$ cat src/rtl/dec_hazard_scoreboard_pkg.sv
// -----------------------------------------------------------------------------
// dec_hazard_scoreboard_pkg
// Shared definitions for the DEC-stage RAW hazard scoreboard:
//   - stage indices of the tracked pipeline slots (EXE, MEM, WB)
//   - forward-select encodings used when DEC_HAZARD_FORWARDING_EN is defined
//   - the scoreboard entry record {valid, dst, is_load}
//   - small helpers shared by the top level
// No ports (package).
// -----------------------------------------------------------------------------
package dec_hazard_scoreboard_pkg;

  // Scoreboard slot positions; slot 0 mirrors DEC/EXE, the last one MEM/WB.
  localparam int unsigned STG_EXE = 32'd0;
  localparam int unsigned STG_MEM = 32'd1;
  localparam int unsigned STG_WB  = 32'd2;

  // Destination field width inside an entry. Register indices narrower than
  // this are zero-extended, so one struct serves any REG_INDEX_BIT_WIDTH up
  // to this size.
  localparam int unsigned SB_DST_W = 32'd8;

  // Operand source selection for the EXE operand muxes.
  typedef enum logic [1:0] {
    FWD_RF  = 2'd0,
    FWD_EXE = 2'd1,
    FWD_MEM = 2'd2,
    FWD_WB  = 2'd3
  } fwd_sel_e;

  // One in-flight register write.
  typedef struct packed {
    logic                valid;
    logic [SB_DST_W-1:0] dst;
    logic                is_load;
  } sb_entry_t;

  // True when a used source operand reads the register this entry will write.
  function automatic logic src_hit(input sb_entry_t      e,
                                   input logic [SB_DST_W-1:0] src,
                                   input logic           used);
    return e.valid && used && (e.dst == src);
  endfunction

  // Map a scoreboard slot to the bypass path that carries its result.
  function automatic fwd_sel_e stage_to_fwd(input int unsigned stg);
    fwd_sel_e sel;
    case (stg)
      STG_EXE: sel = FWD_EXE;
      STG_MEM: sel = FWD_MEM;
      STG_WB:  sel = FWD_WB;
      default: sel = FWD_RF;
    endcase
    return sel;
  endfunction

endpackage

$ cat src/rtl/dec_hazard_scoreboard_if.sv
// -----------------------------------------------------------------------------
// dec_hazard_scoreboard_if
// Bundles the DEC-side instruction description and the hazard controls
// returned to the front end.
//   master : decode/control side - drives dec_* and exe_flush, reads results
//   slave  : the scoreboard      - reads dec_* and exe_flush, drives results
// Signals:
//   dec_valid, dec_src1(_used), dec_src2(_used), dec_wrt_en, dec_dst,
//   dec_is_load, exe_flush                       (master -> slave)
//   stall, bubble, inflight_valid[PIPE_DEPTH], stall_count[CNT_WIDTH],
//   fwd_sel1/fwd_sel2 (only with DEC_HAZARD_FORWARDING_EN) (slave -> master)
// Optional feature macro: DEC_HAZARD_FORWARDING_EN
// -----------------------------------------------------------------------------
interface dec_hazard_scoreboard_if #(
  parameter int unsigned REG_INDEX_BIT_WIDTH = 32'd4,
  parameter int unsigned PIPE_DEPTH          = 32'd3,
  parameter int unsigned CNT_WIDTH           = 32'd32
);

  logic                           dec_valid;
  logic [REG_INDEX_BIT_WIDTH-1:0] dec_src1;
  logic                           dec_src1_used;
  logic [REG_INDEX_BIT_WIDTH-1:0] dec_src2;
  logic                           dec_src2_used;
  logic                           dec_wrt_en;
  logic [REG_INDEX_BIT_WIDTH-1:0] dec_dst;
  logic                           dec_is_load;
  logic                           exe_flush;

  logic                           stall;
  logic                           bubble;
  logic [PIPE_DEPTH-1:0]          inflight_valid;
  logic [CNT_WIDTH-1:0]           stall_count;

`ifdef DEC_HAZARD_FORWARDING_EN
  logic [1:0]                     fwd_sel1;
  logic [1:0]                     fwd_sel2;

  modport master (
    output dec_valid, dec_src1, dec_src1_used, dec_src2, dec_src2_used,
           dec_wrt_en, dec_dst, dec_is_load, exe_flush,
    input  stall, bubble, inflight_valid, stall_count, fwd_sel1, fwd_sel2
  );

  modport slave (
    input  dec_valid, dec_src1, dec_src1_used, dec_src2, dec_src2_used,
           dec_wrt_en, dec_dst, dec_is_load, exe_flush,
    output stall, bubble, inflight_valid, stall_count, fwd_sel1, fwd_sel2
  );
`else
  modport master (
    output dec_valid, dec_src1, dec_src1_used, dec_src2, dec_src2_used,
           dec_wrt_en, dec_dst, dec_is_load, exe_flush,
    input  stall, bubble, inflight_valid, stall_count
  );

  modport slave (
    input  dec_valid, dec_src1, dec_src1_used, dec_src2, dec_src2_used,
           dec_wrt_en, dec_dst, dec_is_load, exe_flush,
    output stall, bubble, inflight_valid, stall_count
  );
`endif

endinterface

$ cat src/rtl/dec_hazard_scoreboard_sb_entry_reg.sv
// -----------------------------------------------------------------------------
// dec_hazard_scoreboard_sb_entry_reg
// One scoreboard slot: a resettable, enabled register holding a sb_entry_t.
// Ports:
//   clk_i    clock, rising edge
//   reset_i  asynchronous active-low reset (clears the slot)
//   en_i     load enable
//   d_i      next entry value
//   q_o      current entry value
// -----------------------------------------------------------------------------
module dec_hazard_scoreboard_sb_entry_reg
  import dec_hazard_scoreboard_pkg::*;
(
  input  logic      clk_i,
  input  logic      reset_i,
  input  logic      en_i,
  input  sb_entry_t d_i,
  output sb_entry_t q_o
);

  sb_entry_t entry_q;

  // Slot storage: cleared by reset, loaded when enabled.
  always_ff @(posedge clk_i or negedge reset_i) begin
    if (!reset_i) begin
      entry_q <= '0;
    end else if (en_i) begin
      entry_q <= d_i;
    end else begin
      entry_q <= entry_q;
    end
  end

  assign q_o = entry_q;

endmodule

$ cat src/rtl/dec_hazard_scoreboard.sv
// -----------------------------------------------------------------------------
// dec_hazard_scoreboard
// Tracks register writes in flight in EXE, MEM and WB and resolves RAW
// hazards for the instruction in DEC. The scoreboard shifts every cycle in
// lock-step with DEC/EXE -> EXE/MEM -> MEM/WB; a stalled or killed DEC slot
// shifts in an empty entry, so a stall always drains on its own.
// Ports:
//   clk_i    clock, rising edge
//   reset_i  asynchronous active-low reset
//   bus      dec_hazard_scoreboard_if.slave
//            in : dec_valid, dec_src1/_used, dec_src2/_used, dec_wrt_en,
//                 dec_dst, dec_is_load, exe_flush
//            out: stall (hold PC and FET/DEC), bubble (zero write enables into
//                 DEC/EXE), inflight_valid, stall_count (saturating),
//                 fwd_sel1/fwd_sel2 (forwarding build only)
// Optional feature macro: DEC_HAZARD_FORWARDING_EN
//   defined  : stall only on load-use against EXE, and report per-source
//              bypass selects for the youngest matching stage
//   undefined: stall on any match in EXE/MEM/WB (register file does not
//              bypass same-cycle writes, so WB still counts)
// stall/bubble/fwd_sel are combinational from scoreboard state and DEC
// inputs (zero-cycle latency); stall_count is registered.
// -----------------------------------------------------------------------------
module dec_hazard_scoreboard
  import dec_hazard_scoreboard_pkg::*;
#(
  parameter int unsigned REG_INDEX_BIT_WIDTH = 32'd4,
  parameter int unsigned PIPE_DEPTH          = 32'd3,
  parameter int unsigned CNT_WIDTH           = 32'd32
) (
  input logic                   clk_i,
  input logic                   reset_i,
  dec_hazard_scoreboard_if.slave bus
);

  sb_entry_t             entry_q [PIPE_DEPTH];
  sb_entry_t             entry_d [PIPE_DEPTH];

  logic [SB_DST_W-1:0]   src1_s;
  logic [SB_DST_W-1:0]   src2_s;
  logic [PIPE_DEPTH-1:0] match1_s;
  logic [PIPE_DEPTH-1:0] match2_s;
  logic                  hazard_s;
  logic                  stall_s;
  logic                  bubble_s;
  logic                  issue_s;
  logic [PIPE_DEPTH-1:0] inflight_s;

  logic [CNT_WIDTH-1:0]  stall_count_q;
  logic [CNT_WIDTH-1:0]  stall_count_d;

`ifdef DEC_HAZARD_FORWARDING_EN
  fwd_sel_e              fwd1_s;
  fwd_sel_e              fwd2_s;
`endif

  // Per-slot source matches and the hazard decision.
  always_comb begin
    src1_s   = SB_DST_W'(bus.dec_src1);
    src2_s   = SB_DST_W'(bus.dec_src2);
    match1_s = '0;
    match2_s = '0;
    for (int i = 0; i < int'(PIPE_DEPTH); i++) begin
      match1_s[i] = src_hit(entry_q[i], src1_s, bus.dec_src1_used);
      match2_s[i] = src_hit(entry_q[i], src2_s, bus.dec_src2_used);
    end
`ifdef DEC_HAZARD_FORWARDING_EN
    // Slot 0 is the youngest; a load there has no data until MEM, so only
    // that case must wait. Everything else is covered by a bypass path.
    hazard_s = (match1_s[0] || match2_s[0]) && entry_q[0].is_load;
`else
    hazard_s = |(match1_s | match2_s);
`endif
  end

`ifdef DEC_HAZARD_FORWARDING_EN
  // Bypass select per source; walking oldest to youngest lets the youngest
  // (most recent) producer win.
  always_comb begin
    fwd1_s = FWD_RF;
    fwd2_s = FWD_RF;
    for (int i = int'(PIPE_DEPTH) - 1; i >= 0; i--) begin
      if (match1_s[i]) begin
        fwd1_s = stage_to_fwd(unsigned'(i));
      end else begin
        fwd1_s = fwd1_s;
      end
      if (match2_s[i]) begin
        fwd2_s = stage_to_fwd(unsigned'(i));
      end else begin
        fwd2_s = fwd2_s;
      end
    end
  end
`endif

  // Front-end controls; reset_i gates them so an asserted reset drops the
  // stall at once and forces a bubble regardless of dec_valid.
  always_comb begin
    stall_s  = reset_i && bus.dec_valid && !bus.exe_flush && hazard_s;
    bubble_s = !reset_i || !bus.dec_valid || bus.exe_flush || stall_s;
    issue_s  = reset_i && bus.dec_valid && !stall_s && !bus.exe_flush;
  end

  // Next scoreboard contents: the issuing instruction enters slot 0, every
  // other slot takes its younger neighbour, the last slot retires.
  always_comb begin
    for (int i = 0; i < int'(PIPE_DEPTH); i++) begin
      entry_d[i] = '0;
    end
    if (issue_s) begin
      entry_d[0].valid   = bus.dec_wrt_en;
      entry_d[0].dst     = SB_DST_W'(bus.dec_dst);
      entry_d[0].is_load = bus.dec_is_load;
    end else begin
      entry_d[0] = '0;
    end
    for (int i = 1; i < int'(PIPE_DEPTH); i++) begin
      entry_d[i] = entry_q[i-1];
    end
  end

  for (genvar g = 0; g < int'(PIPE_DEPTH); g++) begin : g_entry
    dec_hazard_scoreboard_sb_entry_reg u_sb_entry_reg (
      .clk_i   (clk_i),
      .reset_i (reset_i),
      .en_i    (1'b1),
      .d_i     (entry_d[g]),
      .q_o     (entry_q[g])
    );
  end

  // Visibility of occupied slots.
  always_comb begin
    inflight_s = '0;
    for (int i = 0; i < int'(PIPE_DEPTH); i++) begin
      inflight_s[i] = entry_q[i].valid;
    end
  end

  // Stall counter next value: count stalled cycles, stick at all-ones.
  always_comb begin
    if (stall_s && (stall_count_q != '1)) begin
      stall_count_d = stall_count_q + CNT_WIDTH'(1);
    end else begin
      stall_count_d = stall_count_q;
    end
  end

  // Stall counter register.
  always_ff @(posedge clk_i or negedge reset_i) begin
    if (!reset_i) begin
      stall_count_q <= '0;
    end else begin
      stall_count_q <= stall_count_d;
    end
  end

  assign bus.stall          = stall_s;
  assign bus.bubble         = bubble_s;
  assign bus.inflight_valid = inflight_s;
  assign bus.stall_count    = stall_count_q;
`ifdef DEC_HAZARD_FORWARDING_EN
  assign bus.fwd_sel1       = fwd1_s;
  assign bus.fwd_sel2       = fwd2_s;
`endif

endmodule

$ cat src/flat_wrapper.sv
// flat-port wrapper written by rule: the top's interface ports become plain ports
module dec_hazard_scoreboard_flat import dec_hazard_scoreboard_pkg::*;
#(
  parameter int unsigned REG_INDEX_BIT_WIDTH = 32'd4,
  parameter int unsigned PIPE_DEPTH          = 32'd3,
  parameter int unsigned CNT_WIDTH           = 32'd32
)
  (clk_i, reset_i, bus_dec_valid, bus_dec_src1, bus_dec_src1_used, bus_dec_src2, bus_dec_src2_used, bus_dec_wrt_en, bus_dec_dst, bus_dec_is_load, bus_exe_flush, bus_stall, bus_bubble, bus_inflight_valid, bus_stall_count);
  dec_hazard_scoreboard_if #(.REG_INDEX_BIT_WIDTH(REG_INDEX_BIT_WIDTH), .PIPE_DEPTH(PIPE_DEPTH), .CNT_WIDTH(CNT_WIDTH)) bus_i ();
  input logic clk_i;
  input logic reset_i;
  input wire logic [$bits(bus_i.dec_valid)-1:0] bus_dec_valid;
  input wire logic [$bits(bus_i.dec_src1)-1:0] bus_dec_src1;
  input wire logic [$bits(bus_i.dec_src1_used)-1:0] bus_dec_src1_used;
  input wire logic [$bits(bus_i.dec_src2)-1:0] bus_dec_src2;
  input wire logic [$bits(bus_i.dec_src2_used)-1:0] bus_dec_src2_used;
  input wire logic [$bits(bus_i.dec_wrt_en)-1:0] bus_dec_wrt_en;
  input wire logic [$bits(bus_i.dec_dst)-1:0] bus_dec_dst;
  input wire logic [$bits(bus_i.dec_is_load)-1:0] bus_dec_is_load;
  input wire logic [$bits(bus_i.exe_flush)-1:0] bus_exe_flush;
  output wire logic [$bits(bus_i.stall)-1:0] bus_stall;
  output wire logic [$bits(bus_i.bubble)-1:0] bus_bubble;
  output wire logic [$bits(bus_i.inflight_valid)-1:0] bus_inflight_valid;
  output wire logic [$bits(bus_i.stall_count)-1:0] bus_stall_count;
  assign bus_i.dec_valid = bus_dec_valid;
  assign bus_i.dec_src1 = bus_dec_src1;
  assign bus_i.dec_src1_used = bus_dec_src1_used;
  assign bus_i.dec_src2 = bus_dec_src2;
  assign bus_i.dec_src2_used = bus_dec_src2_used;
  assign bus_i.dec_wrt_en = bus_dec_wrt_en;
  assign bus_i.dec_dst = bus_dec_dst;
  assign bus_i.dec_is_load = bus_dec_is_load;
  assign bus_i.exe_flush = bus_exe_flush;
  assign bus_stall = bus_i.stall;
  assign bus_bubble = bus_i.bubble;
  assign bus_inflight_valid = bus_i.inflight_valid;
  assign bus_stall_count = bus_i.stall_count;
  dec_hazard_scoreboard #(.REG_INDEX_BIT_WIDTH(REG_INDEX_BIT_WIDTH), .PIPE_DEPTH(PIPE_DEPTH), .CNT_WIDTH(CNT_WIDTH)) u_core (.clk_i(clk_i), .reset_i(reset_i), .bus(bus_i));
endmodule
$ cat config.mk
export PLATFORM = sky130hd
export DESIGN_NAME = dec_hazard_scoreboard_flat
export DESIGN_NICKNAME = d
export VERILOG_FILES = /design/src/rtl/dec_hazard_scoreboard_pkg.sv /design/src/rtl/dec_hazard_scoreboard_if.sv /design/src/rtl/dec_hazard_scoreboard_sb_entry_reg.sv /design/src/rtl/dec_hazard_scoreboard.sv /design/src/flat_wrapper.sv
export SDC_FILE = /design/constraint.sdc
export NUM_CORES = 1
export LEC_CHECK = 0
export CAP_MARGIN = 20
export CORE_MARGIN = 2
export CORE_UTILIZATION = 49
export DETAILED_ROUTE_END_ITERATION = 10
export GPL_TIMING_DRIVEN = 0
export PLACE_DENSITY = 0.79
export SLEW_MARGIN = 15
export SYNTH_ARGS = -nofsm -noshare
export SYNTH_HDL_FRONTEND = slang
export SYNTH_SLANG_ARGS = --single-unit
$ cat constraint.sdc
create_clock -name clk_i -period 2.6 [get_ports clk_i]
set_input_delay 0.52 -clock clk_i [delete_from_list [all_inputs] [get_ports clk_i]]
set_output_delay 0.52 -clock clk_i [all_outputs]
set_load 0.02 [all_outputs]
==> impl_metrics.env <==
export IMPL_run_status="complete, no violations"
export IMPL_first_global_vias=1879
export IMPL_powerDensity_nw_per_um2=409
export IMPL_max_slew_margin_rel_pct=71.3
export IMPL_worst_slack_ps=93.6
export IMPL_drive_above_1_share_pct=15.7
export IMPL_totalWireLength_microns=5250
export IMPL_synth_compound_area_share_pct=2.98
export IMPL_crit_required_ps=2080
export IMPL_start_util_pct=50.4
export IMPL_grt_total_usage_pct=20.8
export IMPL_setup_tns_ps=0
export IMPL_critPathKind="primary input to output port"
export IMPL_synth_edf_count=0
export IMPL_max_clock_freq_ghz=0.399
export IMPL_finClkSkew_ps=6.00
export IMPL_diodes=0
export IMPL_gp_congestion=0.838
export IMPL_cp_start_kind="primary input"
export IMPL_nets=308
export IMPL_die_h_microns=73.3
export IMPL_die_area_sq_um=5370
export IMPL_async_reset_ff_share_pct=100
export IMPL_numCtsBuffers=5
export IMPL_cp_max_fo=4
export IMPL_pin_count=57
export IMPL_hold_violations=0
export IMPL_tightest_slew_ps=429
export IMPL_hold_path_class="primary input to async pin"
export IMPL_antenna_found_initial=0
export IMPL_synth_top_family_by_area="simple AND/OR/NAND/NOR gates"
export IMPL_synth_xor_area_share_pct=18.6
export IMPL_drt_initial_drc_count=118
export IMPL_clockBufferDepth=2
export IMPL_core_area_sq_um=4660
export IMPL_avgSynthCellArea_sq_um=10.6
export IMPL_yosysSeqAreaShare_pct=50.0
export IMPL_yosys_area_share_adder_pct=0.532
export IMPL_postSynthCellCount=221
export IMPL_first_pass_iters=4
export IMPL_detailedPlace_worstSlack_ps=-1100
export IMPL_drv_slew=0
export IMPL_drcViolationCount=0
export IMPL_syn_area_sq_um=2350
export IMPL_finalSetupViolCount=0
export IMPL_grt_pass1_wl_microns=8560
export IMPL_fp_row_count=25
export IMPL_cts_tree="yes"
export IMPL_maxCapViolCount=0
export IMPL_p_leak_nw=1.32
export IMPL_post_route_period_util_pct=96.4
export IMPL_detail_route_antenna_nets=0
export IMPL_endpoint_kind="output port"
export IMPL_synth_nets=242
export IMPL_period_needed_ps=2510
export IMPL_syn2layout_area_growth_pct=34.9
export IMPL_clk_latency_ps=300
export IMPL_cts_reportedPaths_clkPinSlew_ps=90
export IMPL_ir_worst_vdd_mv=0.393
export IMPL_htreeDepth=2
export IMPL_synth_seq_cells=47
export IMPL_vias_per_cell=5.45
export IMPL_ys_flop_type="dfrtp_1"
export IMPL_gr_total_overflow=0
export IMPL_synthSimpleGateAreaFrac_pct=24.0
export IMPL_cts_sinks=47
export IMPL_synth_cell_types=32
export IMPL_io_buffers=55
export IMPL_num_vias=1858
export IMPL_wl_per_cell_microns=15.4
export IMPL_synth_mux_area_share_pct=1.44
export IMPL_grt_max_degree=28
export IMPL_die_width_microns=73.3
export IMPL_dp_hpwl_microns=3680
export IMPL_cts_root_buffer_cell="clkbuf_8"
export IMPL_crit_arrival_ps=1990
export IMPL_yosys_warnings=0
==> cell families (layout without fill, tap and decap cells) <==
| logic type | count (synthesis) | in the layout |
|---|---|---|
| AND/OR/NAND/NOR | 102 | 102 |
| multiplexers | 3 | 3 |
| AO/OA/AOI/OAI | 7 | 7 |
| flip-flops | 47 | 47 |
| adder cells (fa/ha/maj) | 1 | 1 |
| buffers and inverters | 11 | 77 |
| XOR/XNOR | 50 | 50 |
==> layout by cell type (no fill, tap or decap), drive strengths merged, types with 2 or more instances in the layout <==
cell and count:
xor2 16, nor4 6, or2 2, a21oi 2, clkdlybuf4s50 43, nor2 11, nor3 7, and4 2
inv 5, and3 7, nand3 22, dfrtp 47, nand2 18, xnor2 34, clkbuf 7, mux2 3
buf 14, nand4 13, and2 10, dlygate4sd2 6
==> sequential cells by signal, summed over array words and instances (netlist names) <==
register and count:
u_core.bus.stall_count 32, u_core.g_entry.u_sb_entry_reg.q_o 15
==> area by class of cell <==
type                    instances  area [sq um]
inverters                       5          18.8
multi-input cells             163          1210
clock inverters                 1          5.00
repair buffers                 59           573
fillers                       361          1490
plain buffers                   6          37.5
flip-flops and latches         47          1180
well taps                      54          67.6
clock buffers                   6          82.6
==> per-stage QoR <==
step	cells	hold slack (ps)	power (mW)	area (sq um)	utilization (%)
final	341	53.4	1.30	3170	68.0
after global routing	341	53.2	1.36	3170	68.0
after CTS	340	103	1.31	3110	66.6
after detailed placement	331	421	0.861	2980	64.0
after global placement	330	412	0.857	2970	63.7
after floorplan	221	224	0.796	2350	-
==> repair_timing <==
action	in CTS	in global routing
endpoints found under the setup margin	10	2
resized for setup	29	14
hold buffers	0	0
pin swaps	5	4
buffers inserted	2	1
==> per-layer routing <==
layer | GRT usage (%) | part of all wire [%] | vias to the layer above
li1 | - | - | 892
met1 | 26.2 | 45 | 893
met2 | 35.0 | 48 | 62
met3 | 5.35 | 5.3 | 11
met4 | 6.79 | 1.9 | 0
met5 | 0 | 0 | -
==> Yosys cell counts (3+ instances only) <==
library cell | number | area (sq um)
xor2_1 | 16 | 140
buf_4 | 3 | 22.5
inv_1 | 5 | 18.8
nor3_1 | 4 | 20.0
nor2_1 | 10 | 37.5
nand3_1 | 22 | 110
and2_1 | 10 | 62.6
xnor2_1 | 34 | 298
nor3_2 | 3 | 30.0
buf_2 | 3 | 15.0
dfrtp_1 | 47 | 1180
nand2_1 | 18 | 67.6
nand4_1 | 13 | 81.3
mux2_2 | 3 | 33.8
and3_1 | 6 | 37.5
nor4_1 | 6 | 37.5
==> power by group <==
group | internal [mW] | leakage (nW) | switching [mW]
logic | 0.0481 | 0.625 | 0.0549
registers | 0.738 | 0.653 | 0.00812
clock network | 0.209 | 0.0470 | 0.239
total | 0.995 | 1.32 | 0.302
==> worst max-delay path, cell delays in order <==
cell and delay (ps):
dlygate4sd2_1 300, xor2_1 200, nor4_2 400, nor4_4 100
buf_4 160, a21oi_4 160, buf_6 140
==> path summary, 6_finish.rpt <==
| path | end | startpoint | slack (ps) | depth (start not counted) |
|---|---|---|---|---|
| worst min-delay path | u_core.g_entry[2].u_sb_entry_reg.q_o[2] | reset_i | 50 | 1 |
| min in group clk_i | u_core.g_entry[1].u_sb_entry_reg.q_o[9] | u_core.g_entry[0].u_sb_entry_reg.q_o[9] | 440 | 0 |
| worst max-delay path | bus_stall | bus_dec_src1[1] | 90 | 7 |
| worst max register to register | u_core.bus.stall_count[1] | u_core.bus.stall_count[0] | 120 | 8 |
| max in group asynchronous | u_core.bus.stall_count[11] | reset_i | 2150 | 2 |
| worst min register to register | u_core.g_entry[1].u_sb_entry_reg.q_o[9] | u_core.g_entry[0].u_sb_entry_reg.q_o[9] | 440 | 0 |
(Power assumes the default switching activity.)
